## config.mk

```make
export PLATFORM = sky130hd
export DESIGN_NAME = rf_dump
export DESIGN_NICKNAME = d
export VERILOG_FILES = /design/src/rtl/rf_dump.sv
export SDC_FILE = /design/constraint.sdc
export NUM_CORES = 1
export LEC_CHECK = 0
export BUFFER_PORTS_ARGS = -buffer_cell sky130_fd_sc_hd__clkbuf_2
export CAP_MARGIN = 20
export CORE_MARGIN = 2
export CORE_UTILIZATION = 45
export CTS_CLUSTER_SIZE = 25
export DETAILED_ROUTE_END_ITERATION = 6
export PLACE_DENSITY = 0.76
export RECOVER_POWER = 100
export SYNTH_ARGS = -nofsm -noshare
export SYNTH_HDL_FRONTEND = slang
export SYNTH_SLANG_ARGS = --single-unit
```

## constraint.sdc

```tcl
create_clock -name clk -period 2.6 [get_ports clk]
set_clock_uncertainty 0.15 [all_clocks]
set_input_delay 0.26 -clock clk [delete_from_list [all_inputs] [get_ports clk]]
set_output_delay 0.26 -clock clk [all_outputs]
set_load 0.01 [all_outputs]
```

## src/rtl/rf_dump.sv

```systemverilog
// rf_dump: debug readout engine for the register file.
// Sweeps all registers (or reads one) through a spare read port and emits
// each value as an indexed valid/ready stream, keeping an XOR checksum of
// every accepted word.
module rf_dump #(
  parameter int unsigned NREGS  = 32,
  parameter int unsigned ADDR_W = 5,
  parameter int unsigned DATA_W = 32
) (
  input  logic              clk,
  input  logic              rst,
  input  logic              start,
  input  logic              mode,
  input  logic [ADDR_W-1:0] sel_in,
  output logic [ADDR_W-1:0] rf_addr,
  input  logic [DATA_W-1:0] rf_data,
  output logic              out_valid,
  input  logic              out_ready,
  output logic [ADDR_W-1:0] out_idx,
  output logic [DATA_W-1:0] out_data,
  output logic              busy,
  output logic              done,
  output logic [DATA_W-1:0] checksum
);

  localparam logic [ADDR_W-1:0] LAST_IDX = ADDR_W'(NREGS - 1);

  typedef enum logic [1:0] {
    S_IDLE,
    S_READ,
    S_HOLD,
    S_DONE
  } state_t;

  state_t              state_q, state_d;
  logic [ADDR_W-1:0]   rf_addr_q, rf_addr_d;
  logic [ADDR_W-1:0]   last_idx_q, last_idx_d;
  logic                out_valid_q, out_valid_d;
  logic [ADDR_W-1:0]   out_idx_q, out_idx_d;
  logic [DATA_W-1:0]   out_data_q, out_data_d;
  logic [DATA_W-1:0]   checksum_q, checksum_d;

  // State and datapath registers with asynchronous reset.
  always_ff @(posedge clk or posedge rst) begin
    if (rst) begin
      state_q     <= S_IDLE;
      rf_addr_q   <= '0;
      last_idx_q  <= '0;
      out_valid_q <= 1'b0;
      out_idx_q   <= '0;
      out_data_q  <= '0;
      checksum_q  <= '0;
    end else begin
      state_q     <= state_d;
      rf_addr_q   <= rf_addr_d;
      last_idx_q  <= last_idx_d;
      out_valid_q <= out_valid_d;
      out_idx_q   <= out_idx_d;
      out_data_q  <= out_data_d;
      checksum_q  <= checksum_d;
    end
  end

  // Next-state logic: everything holds unless the current state updates it.
  always_comb begin
    state_d     = state_q;
    rf_addr_d   = rf_addr_q;
    last_idx_d  = last_idx_q;
    out_valid_d = out_valid_q;
    out_idx_d   = out_idx_q;
    out_data_d  = out_data_q;
    checksum_d  = checksum_q;
    unique case (state_q)
      S_IDLE: begin
        if (start) begin
          rf_addr_d  = mode ? sel_in : '0;
          last_idx_d = mode ? sel_in : LAST_IDX;
          checksum_d = '0;
          state_d    = S_READ;
        end
      end
      S_READ: begin
        out_data_d  = rf_data;
        out_idx_d   = rf_addr_q;
        out_valid_d = 1'b1;
        state_d     = S_HOLD;
      end
      S_HOLD: begin
        if (out_valid_q && out_ready) begin
          checksum_d  = checksum_q ^ out_data_q;
          out_valid_d = 1'b0;
          if (rf_addr_q == last_idx_q) begin
            state_d = S_DONE;
          end else begin
            rf_addr_d = rf_addr_q + ADDR_W'(1);
            state_d   = S_READ;
          end
        end
      end
      S_DONE: begin
        state_d = S_IDLE;
      end
      default: begin
        state_d = S_IDLE;
      end
    endcase
  end

  assign rf_addr   = rf_addr_q;
  assign out_valid = out_valid_q;
  assign out_idx   = out_idx_q;
  assign out_data  = out_data_q;
  assign checksum  = checksum_q;
  assign busy      = (state_q != S_IDLE);
  assign done      = (state_q == S_DONE);

endmodule

```

==> impl_metrics.tcl <==
set metrics [dict create \
    status "finished with violations" \
    violations "max-capacitance violations, max-slew violations" \
    drc_errors 0 \
    drive_above_1_share_pct 14.16 \
    startpoint "state_q[0]" \
    fp.dieH_um 91.70 \
    use_met1_pct 25.60 \
    ir_drop_v 0.0004282 \
    power_mw 5.357 \
    hpwl_um 5405 \
    postCtsSetupBuffers 0 \
    antennaDiodeCount 0 \
    core_um2 7331 \
    wl_per_cell_um 14.75 \
    synth_edf_count 0 \
    synthArstFlopShare_pct 100.0 \
    place_area_um2 4180 \
    ios 119 \
    cp-end-kind "flop" \
    clk_pin_slew_worst_paths_ns 0.08 \
    grt_util_met3_pct 3.698 \
    grt_max_degree 49 \
    crit_path_start_kind "flop" \
    hp-start "rf_data[20]" \
    die_x_um 91.70 \
    clock_latency_ns 0.34 \
    final_area_um2 4564 \
    met2_usage_pct 34.07 \
    grt_pass1_vias 2744 \
    initial_core_util_pct 47.21 \
    worst_pin_slew_ns 1.569 \
    fin_crit_sh_pct 83.13 \
    final_max_slew_viol_count 35 \
    critPathArrivalTime_ns 2.23 \
    max-clock-path-buffers 2 \
    cp_max_fo 43 \
    htree_levels 3 \
    cts_made_buffers 9 \
    routed_wl_um 8125 \
    syn_nets 340 \
    synth.area.top_cells "dfrtp_1 (59%), mux2_1 (12%), xor2_1 (8.1%), nand2_1 (4.1%), nor2_1 (4.0%)" \
    cts.sinks 82 \
    port_buffers 118 \
    synthToLayoutAreaGrowth_pct 31.89 \
    layout.nets 490 \
    p_clk_share_pct 16.9 \
    swShare_pct 39.78 \
    synthFlopType "dfrtp_1" \
    grt.total_usage_pct 20.09 \
    gp_congestion 0.9112 \
    netlist_instances 297 \
    cts_tree "done" \
    crit_required_ns 2.67 \
    viasPerCell 4.866 \
    yosysSeqAreaShare_pct 59.29 \
    reg2reg_to "rf_addr[2]" \
    rows 31 \
    setup_violations 0 \
    drtIter0Drc 80 \
    grt_pass1_wl_um 13390 \
    ys_types 31 \
    p_leak_nw 2.077 \
    crit_path_end "rf_addr[2]" \
    drv_cap 1 \
    busiest_layer "met2" \
    vias 2681 \
    yosysTopAreaCellShare_pct 59.29 \
    synth_area_leader_cell "dfrtp_1" \
    relSlewSlack_pct -5.190 \
    die_area_um2 8408 \
    synth_area_um2 3461 \
    clock-root-buffer "clkbuf_8" \
    antenna_found_initial 0 \
    synth.ff_latch_count 82 \
    pwr-share-seq_pct 44.6 \
    postSynthAreaPerCell_um2 11.65 \
    hold_class "in -> reg" \
    fill_cells 626 \
    power_switching_mw 2.131 \
    worstSetupPathType "reg -> reg" \
    pwr-share-comb_pct 38.5 \
    intPower_mw 3.226 \
    layout_commonest_cell "dfrtp_1" \
    grt_overflow 0 \
    hold_ws_ns 0.002350 \
    ys_warn_count 0 \
    p_per_area_nw_per_um2 1174 \
    drt_pass1_iterations 5 \
    reg2reg_slack_ns 0.44 \
    finalSetupTns_ns 0 \
    reg2reg_from "state_q[0]" \
    fin_crit_ns 2.161 \
    antenna_left 0 \
    grt_setup_unrepaired "false" \
    fmax_mhz 462.7 \
    hold_viol 0 \
    mostFrequentLayoutCells "dfrtp_1 (82), clkbuf_1 (79), clkbuf_2 (44)" \
    rr_worst_depth 5 \
]
==> power by group through the flow <==
stage	clock network, mW	logic, mW	registers (mW)
global route	0.991	2.28	2.48
global placement	0	2.12	2.40
detailed placement	0	2.20	2.42
CTS	0.926	2.24	2.40
floorplan	0	1.08	2.59
finish	0.905	2.06	2.39
==> cells by family (layout without fill, tap and decap cells) <==
kind of cell / after synthesis / after routing / share of synthesized area, %
buffers and inverters: 24 / 179 / 2.820
xor gates and xnor gates: 37 / 37 / 9.364
muxes: 38 / 38 / 12.36
DFF: 82 / 82 / 59.29
AOI/OAI and AO/OA: 22 / 22 / 4.302
adders and majority gates: 1 / 1 / 0.3615
and+or+nand+nor: 93 / 93 / 11.50
==> area by class of cell <==
cell class	count	area (µm²)	share of cell area, %
clock buffers	12	145.1	3.180
inverters	8	31.28	0.6853
clock inverters	4	51.30	1.124
well taps	99	123.9	2.714
flip-flops and latches	82	2052	44.96
multi-input cells	191	1306	28.62
repair buffers	155	854.6	18.72
==> metal layers <==
metal,up-vias,part of all wire [%]
met5,-,0
met4,0,2.2
met3,16,5.6
met2,91,50
met1,1301,42
li1,1273,-
==> critical path, stage by stage (launching register included) <==
cell	delay, ns
dfrtp_1	0.45
nor3b_1	0.26
clkbuf_2	0.69
o22a_1	0.21
o21ai_0	0.12
o2bb2ai_1	0.16
==> stage by stage <==
stage	instances	setup WS (ns)	util, %
floorplan	297	0.08156	-
global placement	504	0.6121	57.02
detailed placement	504	0.4527	57.02
CTS	550	0.4370	63.80
global route	551	0.2234	62.26
finish	551	0.4386	62.26
==> state kept, by name, indices dropped and copies added, names as in the netlist <==
signal,count
checksum,32
last_idx_q,5
out_data,32
out_idx,5
out_valid,1
rf_addr,5
state_q,2
==> synth_stat cells, drive strengths merged (3+ instances only) <==
library cell	instances
dfrtp	82
mux2	38
nand2	38
nor2	37
xor2	32
clkbuf	9
a31oi	8
inv	8
buf	7
nand3	5
xnor2	5
a21oi	4
o21ai	3
o2bb2ai	3
==> timing repair <==
item                                   in CTS  in global routing
endpoints found under the hold margin      63                  1
hold buffers                               30                  1
resized for setup                           0                  0
==> worst min-delay path by stage <==
stage / end / slack, ns / cells past startpoint
after floorplan: out_data[0] / 0.24 / 1
after global placement: out_data[14] / 0.18 / 2
after detailed placement: out_data[14] / 0.19 / 2
after CTS: out_data[11] / 0.005 / 2
after global routing: out_data[20] / 0.0002 / 2
final: out_data[20] / 0.002 / 2
Power figures use the tool's default switching activity.
